===== config.mk =====
export PLATFORM = sky130hd
export DESIGN_NAME = datapath
export DESIGN_NICKNAME = d
export VERILOG_FILES = /design/src/rtl/datapath.sv
export SDC_FILE = /design/constraint.sdc
export NUM_CORES = 1
export LEC_CHECK = 0
export CAP_MARGIN = 5
export CORE_MARGIN = 4
export CORE_UTILIZATION = 60
export DETAILED_ROUTE_END_ITERATION = 8
export HOLD_SLACK_MARGIN = 0.06
export PLACE_DENSITY = 0.8
export SLEW_MARGIN = 0
export SYNTH_ARGS = -nofsm -noshare
export SYNTH_HDL_FRONTEND = slang
export SYNTH_SLANG_ARGS = --single-unit
export TNS_END_PERCENT = 100

===== constraint.sdc =====
create_clock -name clk -period 6.29 [get_ports clk]
set_input_delay 0.629 -clock clk [delete_from_list [all_inputs] [get_ports clk]]
set_output_delay 0.629 -clock clk [all_outputs]
set_load 0.005 [all_outputs]

===== src/rtl/datapath.sv =====
// datapath: PC, IR, accumulator, 16x8 register file and ALU of the 8-bit CPU.
// Every enable reads pre-edge state; the controller sequences fetch/execute.
module datapath #(
    parameter int              PC_W     = 8,
    parameter logic [PC_W-1:0] RESET_PC = '1
) (
    input  logic            clk,
    input  logic            CLB,
    input  logic            LoadIR,
    input  logic            IncPC,
    input  logic            SelPC,
    input  logic            LoadPC,
    input  logic            LoadReg,
    input  logic            LoadAcc,
    input  logic [1:0]      SelAcc,
    input  logic [3:0]      SelALU,
    output logic [PC_W-1:0] imem_addr,
    input  logic [7:0]      imem_data,
    output logic [3:0]      opcode,
    output logic            Z,
    output logic            C,
    output logic [7:0]      acc
);
    logic [PC_W-1:0] pc_q, pc_d;
    logic [7:0]      ir_q, ir_d, acc_q, acc_d, res, rdat;
    logic [7:0]      rf_q [16];
    logic            z_q, z_d, c_q, c_d, cn;
    logic [3:0]      idx;
    logic [8:0]      sum;

    assign idx       = ir_q[3:0];
    assign rdat      = rf_q[idx];
    assign imem_addr = pc_q;
    assign opcode    = ir_q[7:4];
    assign Z         = z_q;
    assign C         = c_q;
    assign acc       = acc_q;

    always_comb begin
        sum = '0;
        res = acc_q;
        cn  = 1'b0;
        case (SelALU)
            4'b1000: begin
                sum = {1'b0, acc_q} + {1'b0, rdat};
                res = sum[7:0];
                cn  = sum[8];
            end
            // carry out of A + ~B + 1 means no borrow
            4'b1100: begin
                sum = {1'b0, acc_q} + {1'b0, ~rdat} + 9'd1;
                res = sum[7:0];
                cn  = sum[8];
            end
            4'b0100: res = ~(acc_q | rdat);
            4'b0001: begin
                res = ir_q[4] ? {acc_q[6:0], 1'b0} : {1'b0, acc_q[7:1]};
                cn  = ir_q[4] ? acc_q[7] : acc_q[0];
            end
            default: ;
        endcase
    end

    always_comb begin
        pc_d  = LoadPC ? (SelPC ? PC_W'(rdat) : PC_W'(idx)) : IncPC ? pc_q + PC_W'(1) : pc_q;
        ir_d  = LoadIR ? imem_data : ir_q;
        acc_d = !LoadAcc ? acc_q : SelAcc == 2'b00 ? res : SelAcc == 2'b01 ? acc_q :
                SelAcc == 2'b10 ? rdat : {4'b0000, idx};
        z_d   = (LoadAcc && SelAcc != 2'b01) ? (acc_d == 8'd0) : z_q;
        c_d   = (LoadAcc && SelAcc == 2'b00) ? cn : c_q;
    end

    always_ff @(posedge clk or negedge CLB) begin
        if (!CLB) begin
            pc_q  <= RESET_PC;
            ir_q  <= '0;
            acc_q <= '0;
            z_q   <= 1'b0;
            c_q   <= 1'b0;
            for (int i = 0; i < 16; i++) rf_q[i] <= '0;
        end else begin
            pc_q  <= pc_d;
            ir_q  <= ir_d;
            acc_q <= acc_d;
            z_q   <= z_d;
            c_q   <= c_d;
            if (LoadReg) rf_q[idx] <= acc_q;
        end
    end
endmodule


Word-level counts from Yosys, hierarchy flattened
Index checks and enable logic that the tools add are counted.
- register bits: 154
- output and inout bits: 22
- bits in latches: 0
- memories: 0
- memory bits (writable): 0
- logic and storage cells: 61
- ROM bits: 0
- multiply operators: 0
- div/mod/pow operators: 0
- multiplexer cells: 17
- bitwise logic cells: 4
- magnitude comparators: 2
- shift operators: 0
- equal/unequal tests: 7
- add/subtract/negate cells: 4
- reduce and logical (&&, ||, !) cells: 6
- operator list (operator ; number):
    $bwmux W128 ; 1
    $mux W8 ; 11
    $bmux W8 S4 ; 1
    $demux W8 S4 ; 1
    $pmux W8 S4 ; 1
    $add A8 B8 Y9 ; 2
    $not A8 Y8 ; 2
    $add A9 B1 Y9 const B ; 1
    $add A8 B1 Y8 const B ; 1
    $eq A4 B4 Y1 const B ; 2
    $logic_not A8 Y1 ; 1
    $or A8 B8 Y8 ; 1
    $ge A5 B5 Y1 const B ; 1
    $lt A5 B1 Y1 const B ; 1
    $not A4 Y5 ; 1
    $eq A4 B1 Y1 const B ; 1
    $eq A4 B3 Y1 const B ; 1
    $logic_and A1 B1 Y1 ; 3
    $pmux W1 S3 ; 1
    $eq A2 B1 Y1 const B ; 1
    $eq A2 B2 Y1 const B ; 1
    $logic_not A2 Y1 ; 1
    $ne A2 B1 Y1 const B ; 1
    $reduce_bool A2 Y1 ; 1
    $mux W1 ; 1

Logic depth before layout (Yosys ltp)
Gate-level depths: netlist of the first run.
- depth in word-level cells: 11
- mapped depth: 18
- mapped depth without buffers: 14

Worst setup path after synthesis of the first run
No wires, ideal clock.
- kind: reg-to-reg
- start point: reg ir_q[1]
- end point: reg z_q (netlist: Z)
- cell stages (with the launch flop): 18
- library setup time: 0.104 ns
- buffers on the path: 4
- setup slack: 1.812 ns
- data arrival time: 4.374 ns
- cell sequence: dfrtp_1 -> clkbuf_1 -> buf_2 -> buf_1 -> buf_2 -> nand2_1 -> and3_1 -> a21oi_1 -> ha_1 -> inv_1 -> fa_1 -> nor2b_1 -> or4_1 -> nand4_1 -> a21oi_2 -> or4_1 -> or4b_1 -> o41ai_2
- word-level cells in the longest chain between the ends: 11
- elaborated cells between the ends (all ways): 16
- those cells by class: 3 x add/sub; 8 x mux; 4 x bitwise; 1 x reduce/logical
- RTL lines (what ; RTL line ; RTL):
    start: declaration ; 25 ; logic [7:0] ir_q, ir_d, acc_q, acc_d, res, rdat;
    start signal: assignment ; 83 ; ir_q <= ir_d;
    $not A4 Y5 (not written as such) ; 32 ; assign rdat = rf_q[idx];
    $bmux W8 S4 ; 32 ;
    $mux W8 (not written as such) (2 in series) ; 32 ;
    $not A8 Y8 ; 51 ; sum = {1'b0, acc_q} + {1'b0, ~rdat} + 9'd1;
    $add A8 B8 Y9 ; 51 ;
    $add A9 B1 Y9 ; 51 ;
    $pmux W8 S4 ; 43 ; case (SelALU)
    $mux W8 (*) (2 in series) ; 67 ; acc_d = !LoadAcc ? acc_q : SelAcc == 2'b00 ? res : SelAcc == 2'b01 ? acc_q :
    $logic_not A8 Y1 (*) ; 69 ; z_d = (LoadAcc && SelAcc != 2'b01) ? (acc_d == 8'd0) : z_q;
    end signal: assignment ; 85 ; z_q <= z_d;
    end: declaration ; 27 ; logic z_q, z_d, c_q, c_d, cn;
Every way passes the cells marked *; elsewhere a longest branch is shown, timed or not. The select of a mux whose other input is x is not followed.
A chain may end at the register's enable or synchronous reset.

Worst setup path after layout of the first run
- start point: reg ir_q[3]
- end point: reg z_q (netlist: Z)
The elaborated chain is that of the path after synthesis.

==> results.sh, run 1 <==
export IMPL_path_class="reg2reg"
export IMPL_post_cts_buffers=0
export IMPL_worst_pin_slew_ps=1310
export IMPL_via_per_inst=6.52
export IMPL_insertion_delay_ps=430
export IMPL_clk_pin_slew_ps=60
export IMPL_syn_nets=749
export IMPL_start_util_pct=62.2
export IMPL_syn_cell_area_um2=8340
export IMPL_power_w=0.00339
export IMPL_power_leakage_nw=4.18
export IMPL_startpoint_type="flip-flop"
export IMPL_nNetsFinal=775
export IMPL_synth_top_area_share_pct=43.8
export IMPL_yosys_area_top_type="dfrtp_1"
export IMPL_synth_seq_cells=154
export IMPL_die_w_um=126
export IMPL_timing_final_ws_setup_ps=1240
export IMPL_n_antenna_cell=0
export IMPL_cts_buffer_depth=2
export IMPL_critPathMaxFanout=27
export IMPL_hold_slack_ps=214
export IMPL_cts_root_buf="clkbuf_16"
export IMPL_nFillCells=929
export IMPL_setup_violations=0
export IMPL_hold_path_class="in2async"
export IMPL_drt_pass1_iter_count=6
export IMPL_hpwl_mm=15.0
export IMPL_setup_tns_ps=0
export IMPL_ys_top_cells_by_area="dfrtp_1 44%, mux2_2 14%, mux4_2 8.4%"
export IMPL_final_period_utilization_pct=80.2
export IMPL_synth_edff_count=0
export IMPL_cts_tree="done"
export IMPL_wl_per_cell_um=23.8
export IMPL_cts_sinks=154
export IMPL_slew_headroom_pct=12.3
export IMPL_cp_arrival_ps=5370
export IMPL_numCtsBuffers=17
export IMPL_grt_pass1_vias=6305
export IMPL_io_buffers=43
export IMPL_h_tree_depth=4
export IMPL_maxCapViolCount=0
export IMPL_syn_inst=700
export IMPL_ir_worst_vdd_mv=0.311
export IMPL_vias=5963
export IMPL_outcome="finished, final reports clean"
export IMPL_worst_setup_path_end_kind="flip-flop"
export IMPL_async_flop_share_pct=100
export IMPL_drtIter0Drc=562
export IMPL_synth_warnings=0
export IMPL_place_congestion=0.896
export IMPL_skew_ps=9.17
export IMPL_synth_main_ff_cell="dfrtp_1"
export IMPL_cts_hold_buffers=0
export IMPL_area_delta_synth_final_pct=13.5
export IMPL_rsz0062_at_grt="no"
export IMPL_layout_commonest_cell="dfrtp_1"
export IMPL_powerDensity_nw_per_um2=358
export IMPL_io_pins=44
export IMPL_grt_util_all_layers_pct=28.7
export IMPL_die_area_um2=15800
export IMPL_grt_max_degree=79
export IMPL_wirelength_mm=21.8
export IMPL_drcViolationCount=0
export IMPL_grt_overflow=0
export IMPL_synth_distinct_cells=73
export IMPL_finalCoreUtilization_pct=70.6
export IMPL_fmax_mhz=198
export IMPL_synth_yosys_seq_area_share_pct=46.3
export IMPL_min_period_ps=5050
export IMPL_final_cell_mix="145 x dfrtp_1, 106 x mux2_2, 73 x nand2_1"
export IMPL_rows=42
export IMPL_slew_violations=0
export IMPL_syn_area_per_cell_um2=11.9
export IMPL_coreArea_um2=13400
export IMPL_grt_pass1_wl_mm=35.2
export IMPL_antenna_found_initial=0
export IMPL_cts_resized=0
export IMPL_crit_required_ps=6620
export IMPL_drive_gt1_share_pct=27.9
export IMPL_drtAntennaViolNets=0
export IMPL_pre_cts_slack_ps=1360
export IMPL_die_h_um=126
export IMPL_hold_viol_final=0
worst paths after layout:
kind                       startpoint   endpoint  slack [ps]  depth (start not counted)
hold / removal                    CLB    rf_q[1]         210                          1
min in group clk            rf_q[118]  rf_q[118]         490                          2
hold reg to reg             rf_q[118]  rf_q[118]         490                          2
max in group asynchronous         CLB    ir_q[1]        4600                          2
setup reg to reg              ir_q[3]          Z        1240                         15
setup / recovery              ir_q[3]          Z        1240                         15
worst max-delay path, stage by stage (launching register included):
cell	delay, ps
dfrtp_1	1210
buf_4	350
mux2i_1	100
nand3_1	120
nand3_1	100
a21oi_1	380
ha_1	260
inv_1	60
fa_1	370
nor2b_1	150
or4_1	440
nand4_1	130
a21oi_2	60
or4_1	500
or4b_1	500
o41ai_2	210
synth_stat cells (all sizes together), types with 7 or more instances:
| cell type | instances |
|---|---|
| a21oi | 13 |
| buf | 21 |
| clkbuf | 23 |
| dfrtp | 146 |
| dfstp | 8 |
| ha | 25 |
| inv | 28 |
| mux2 | 107 |
| mux2i | 22 |
| mux4 | 31 |
| nand2 | 74 |
| nand3 | 9 |
| nor2 | 25 |
| nor2b | 7 |
| nor3 | 9 |
| o21ai | 55 |
power breakdown:
part,leakage [nW],switching (W),internal (W)
clock,0.303,0.000400,0.000696
combinational,1.86,0.000420,0.000442
sequential,2.02,0.000208,0.00122
metrics by stage:
step	area (um2)	instances
after floorplan	8340	700
after global placement	8820	883
after detailed placement	8820	883
after CTS	9460	915
after global routing	9460	915
final	9460	915
registers in the layout, indices dropped and copies added, names as in the netlist:
register and flops:
Z 1, rf_q 128, C 1, ir_q 8
acc 8, imem_addr 8
layer usage:
metal  up-vias  track usage (%)  part of all wire [%]
met5         -                0                     0
met4         0             14.1                   4.4
met3        71             5.88                   7.3
met2       308             46.7                    49
met1      2986             37.1                    39
li1       2598                -                     -
area by class of cell:
class | count | area [um2] | share of cell area, %
sequential | 154 | 3860 | 40.9
clock inverter | 10 | 165 | 1.75
timing repair buffer | 51 | 492 | 5.20
multi-input combinational | 474 | 4130 | 43.7
tap | 176 | 220 | 2.33
clock buffer | 22 | 474 | 5.01
inverter | 28 | 113 | 1.19
logic make-up after synthesis:
family / Yosys count / share of synthesized area (%)
DFF: 154 / 46.3
AOI/OAI and AO/OA: 121 / 9.57
and+or+nand+nor: 156 / 9.05
muxes: 160 / 25.5
buffers and inverters: 72 / 4.25
adders and majority gates: 27 / 4.23
xor gates and xnor gates: 10 / 1.05
Power figures use the tool's default switching activity.
==> inputs of run 2 (changes only) <==
Clock period 6.29 ns to 4.7 ns, I/O delays scaled along.
==> results.sh, run 2 (same netlist as run 1, synthesis figures left out) <==
export IMPL_regToRegSetupSlack_ps=290
export IMPL_hold_viol_final=0
export IMPL_largest_register="rf_q"
export IMPL_hold_depth=2
export IMPL_final_period_utilization_pct=93.7
export IMPL_n_antenna_cell=0
export IMPL_place_congestion=0.895
export IMPL_antenna_found_initial=0
export IMPL_cp_buffers_inverters=1
export IMPL_largest_register_ff_count=128
export IMPL_die_w_um=126
export IMPL_reg2reg_to="Z"
export IMPL_drt_pass1_iter_count=5
export IMPL_drtAntennaViolNets=0
export IMPL_cp_top_family="simple AND/OR/NAND/NOR gates"
export IMPL_ir_worst_vdd_mv=0.341
export IMPL_grt_pass1_vias=6302
export IMPL_critPathMaxFanout=17
export IMPL_wirelength_mm=21.6
export IMPL_seqPwrFrac_pct=41.5
export IMPL_rows=42
export IMPL_switchingPower_w=0.00138
export IMPL_hp_start="rf_q[120]"
export IMPL_startpoint="ir_q[1]"
export IMPL_combPwrFrac_pct=26.3
export IMPL_path_class="reg2reg"
export IMPL_crit_required_ps=5020
export IMPL_outcome="finished, final reports clean"
export IMPL_crit_top_cell="or4_1"
export IMPL_cts_tree="done"
export IMPL_start_util_pct=62.2
export IMPL_cts_root_buf="clkbuf_16"
export IMPL_wl_per_cell_um=23.4
export IMPL_maxCapViolCount=0
export IMPL_hold_path_class="reg2reg"
export IMPL_min_period_ps=4410
export IMPL_grt_overflow=0
export IMPL_numCtsBuffers=17
export IMPL_post_cts_buffers=0
export IMPL_setup_tns_ps=0
export IMPL_insertion_delay_ps=420
export IMPL_grt_util_all_layers_pct=27.8
export IMPL_powerDensity_nw_per_um2=476
export IMPL_hpwl_mm=14.8
export IMPL_clkPwrFrac_pct=32.2
export IMPL_cts_buffer_depth=2
export IMPL_rsz0062_at_grt="no"
export IMPL_drive_gt1_share_pct=28.3
export IMPL_clk_pin_slew_ps=60
export IMPL_io_buffers=43
export IMPL_critPathMaxStageDelay_ps=650
export IMPL_drtIter0Drc=485
export IMPL_skew_ps=8.10
export IMPL_switching_share_pct=30.4
export IMPL_final_cell_mix="145 x dfrtp_1, 106 x mux2_2, 73 x nand2_1"
export IMPL_cpMaxStageDelayCell="dfrtp_2"
export IMPL_drcViolationCount=0
export IMPL_die_area_um2=15800
export IMPL_r2r_start="ir_q[1]"
export IMPL_slew_headroom_pct=22.1
export IMPL_slew_violations=0
export IMPL_worst_path_stages=13
export IMPL_worst_setup_path_end_kind="flip-flop"
export IMPL_power_w=0.00453
export IMPL_h_tree_depth=4
export IMPL_vias=6056
export IMPL_io_pins=44
export IMPL_fmax_mhz=227
export IMPL_area_delta_synth_final_pct=14.2
export IMPL_via_per_inst=6.55
export IMPL_layout_commonest_cell="dfrtp_1"
export IMPL_worst_pin_slew_ps=1170
export IMPL_coreArea_um2=13400
export IMPL_nNetsFinal=784
export IMPL_cts_sinks=154
export IMPL_startpoint_type="flip-flop"
export IMPL_holdPathEnd="rf_q[120]"
export IMPL_p_int_w=0.00316
export IMPL_grt_pass1_wl_mm=34.9
export IMPL_power_leakage_nw=4.23
export IMPL_die_h_um=126
export IMPL_setup_violations=0
export IMPL_cp_arrival_ps=4730
export IMPL_grt_max_degree=69
export IMPL_worstPathCellList="buf_4, mux4_2, mux2i_1, nand2_1, o21ai_0, ha_1, nor2b_1, or4_1, nand4_1, a21oi_2, or4_1, or4b_1, o41ai_2"
export IMPL_reg2reg_depth=13
==> run 2: worst register-to-register path, stage by stage, from the launching register on <==
cell	delay [ps]
dfrtp_2	650
buf_4	290
mux4_2	510
mux2i_1	360
nand2_1	90
o21ai_0	140
ha_1	340
nor2b_1	100
or4_1	440
nand4_1	130
a21oi_2	60
or4_1	500
or4b_1	500
o41ai_2	210
==> run 2: repair_timing <==
item / 4_1_cts / 5_1_grt
setup endpoints to repair: 0 / 1
endpoints found under the hold margin: 5 / 0
hold buffers: 1 / 0
gates resized for setup: 0 / 1
==> run 2: worst max path at each step <==
stage / end / slack [ps]
2_1_floorplan: Z / 220
3_3_place_gp: Z / 400
3_5_place_dp: Z / 320
4_1_cts: Z / 220
5_1_grt: Z / 40
6_report: Z / 290
==> run 2: area by class of cell <==
class / count / area, um2
Timing Repair Buffer: 60 / 566
Sequential cell: 154 / 3860
Fill cell: 914 / 3880
Inverter: 28 / 113
Clock buffer: 22 / 464
Clock inverter: 10 / 165
Multi-Input combinational cell: 474 / 4130
Tap cell: 176 / 220
==> run 2: layer usage <==
metal / vias to the layer above / share of wire (%) / GRT usage [%]
li1: 2624 / - / -
met1: 3093 / 40 / 35.3
met2: 281 / 51 / 47.3
met3: 58 / 6.6 / 5.59
met4: 0 / 2.9 / 11.0
met5: - / 0 / 0
==> run 2: stage by stage <==
step | setup WS (ps) | instances | utilization, % | instance area, um2 | hold WS (ps)
2_1_floorplan | 222 | 700 | - | 8340 | 174
3_3_place_gp | 403 | 891 | 66.2 | 8880 | 458
3_5_place_dp | 324 | 891 | 66.2 | 8880 | 475
4_1_cts | 222 | 924 | 71.0 | 9520 | 492
5_1_grt | 44.4 | 924 | 71.0 | 9520 | 516
6_report | 294 | 924 | 71.0 | 9520 | 493
==> run 2: power groups by stage <==
stage,sequential (W),combinational (W),clock (W)
final,0.00188,0.00119,0.00146
after global routing,0.00191,0.00129,0.00152
after CTS,0.00187,0.00118,0.00146
after detailed placement,0.00189,0.00116,0
after global placement,0.00186,0.00113,0
after floorplan,0.00178,0.000865,0
==> inputs of run 3 (changes only) <==
Settings changed: CTS_BUF_LIST set to sky130_fd_sc_hd__clkbuf_4 sky130_fd_sc_hd__clkbuf_8, RECOVER_POWER set to 50.
==> results.sh, run 3 (same netlist as run 1, synthesis figures left out) <==
export IMPL_violations="max-capacitance violations, max-slew violations"
export IMPL_slew_headroom_pct=-139
export IMPL_regArea_um2=3860
export IMPL_drt_pass1_iter_count=6
export IMPL_hold_viol_final=0
export IMPL_numCtsBuffers=17
export IMPL_nNetsFinal=784
export IMPL_power_leakage_nw=4.15
export IMPL_grt_overflow=0
export IMPL_nFillCells=956
export IMPL_outcome="complete, but fails checks"
export IMPL_rsz0062_at_grt="no"
export IMPL_grt_pass1_wl_mm=34.1
export IMPL_io_pins=44
export IMPL_stdcell_count=924
export IMPL_cts_resized=0
export IMPL_area_delta_synth_final_pct=11.9
export IMPL_grt_util_all_layers_pct=27.3
export IMPL_skew_ps=10.1
export IMPL_final_area_um2=9330
export IMPL_multi_input_area_um2=4130
export IMPL_coreArea_um2=13400
export IMPL_place_area_um2=8880
export IMPL_path_class="reg2reg"
export IMPL_die_w_um=126
export IMPL_drtIter0Drc=532
export IMPL_startpoint_type="flip-flop"
export IMPL_cpMaxStageDelayCell="dfrtp_1"
export IMPL_slew_violations=69
export IMPL_hpwl_mm=14.8
export IMPL_cts_buffer_depth=2
export IMPL_vias=5925
export IMPL_powerDensity_nw_per_um2=446
export IMPL_hold_path_class="reg2reg"
export IMPL_final_period_utilization_pct=94.2
export IMPL_fmax_mhz=226
export IMPL_cts_sinks=154
export IMPL_via_per_inst=6.41
export IMPL_n_antenna_cell=0
export IMPL_drcViolationCount=0
export IMPL_ir_worst_vdd_mv=0.279
export IMPL_setup_violations=0
export IMPL_largest_register="rf_q"
export IMPL_io_buffers=43
export IMPL_min_period_ps=4430
export IMPL_cts_tree="done"
export IMPL_drive_gt1_share_pct=28.6
export IMPL_grt_max_degree=69
export IMPL_critPathMaxFanout=20
export IMPL_start_util_pct=62.2
export IMPL_place_congestion=0.895
export IMPL_power_w=0.00416
export IMPL_final_cell_mix="145 x dfrtp_1, 106 x mux2_2, 73 x nand2_1"
export IMPL_clk_pin_slew_ps=80
export IMPL_dpl_cell_count=891
export IMPL_setup_tns_ps=0
export IMPL_worst_pin_slew_ps=3590
export IMPL_die_area_um2=15800
export IMPL_wl_per_cell_um=22.6
export IMPL_maxCapViolCount=1
export IMPL_largest_register_ff_count=128
export IMPL_h_tree_depth=4
export IMPL_insertion_delay_ps=450
export IMPL_layout_commonest_cell="dfrtp_1"
export IMPL_worst_setup_path_end_kind="flip-flop"
export IMPL_critPathMaxStageDelay_ps=550
export IMPL_worstPathCellList="buf_4, nor2b_1, nand2_1, nand3_1, a21oi_1, ha_1, inv_1, fa_1, nor2b_1, or4_1, nand4_1, a21oi_2, or4_1, or4b_1, o41ai_2"
export IMPL_crit_required_ps=5050
export IMPL_drtAntennaViolNets=0
export IMPL_wirelength_mm=20.9
export IMPL_cts_root_buf="clkbuf_8"
export IMPL_die_h_um=126
export IMPL_rows=42
export IMPL_finalCoreUtilization_pct=69.6
export IMPL_grt_pass1_vias=6180
export IMPL_cp_arrival_ps=4780
export IMPL_antenna_found_initial=0
run 3: worst paths after layout:
check	from	end	slack (ps)	cells past startpoint
min	rf_q[120]	rf_q[120]	500	2
max in group asynchronous	CLB	ir_q[1]	720	3
min reg2reg	rf_q[120]	rf_q[120]	500	2
max reg2reg	ir_q[0]	Z	270	15
min in group asynchronous	CLB	rf_q[92]	1780	2
max	ir_q[0]	Z	270	15
run 3: stage by stage:
stage / hold slack, ps / worst slack, ps
global placement: 458 / 403
global route: 522 / 5.44
CTS: 497 / 286
floorplan: 174 / 222
finish: 497 / 272
detailed placement: 475 / 324
run 3: where the power goes:
group | switching [W] | internal [W] | total [W]
logic | 0.000578 | 0.000599 | 0.00118
clock network | 0.000483 | 0.000627 | 0.00111
registers | 0.000244 | 0.00163 | 0.00188
run 3: final cells by class:
| cell class | instances | area share (%) |
|---|---|---|
| Clock inverter | 10 | 1.77 |
| Tap cell | 176 | 2.36 |
| Timing Repair Buffer | 60 | 5.94 |
| Inverter | 28 | 1.21 |
| Clock buffer | 22 | 3.04 |
| Sequential cell | 154 | 41.4 |
| Multi-Input combinational cell | 474 | 44.2 |
run 3: worst max-delay path, delay by kind of cell (launching register included):
family                   cells  cell delay [ps]
flip-flops                   1              550
buffers and inverters        2              490
adder cells (fa/ha/maj)      2              640
AO/OA/AOI/OAI                3              630
AND/OR/NAND/NOR              8             2000
run 3: metal layers:
metal	global-route usage, %	part of all wire (%)
met1	35.4	41
met2	45.5	50
met3	5.88	6.2
met4	10.2	2.6
met5	0	0
run 3: repair_timing:
action                                 in CTS  in global routing
setup buffers                               0                  0
endpoints found under the hold margin      66                  0
hold buffers                                1                  0
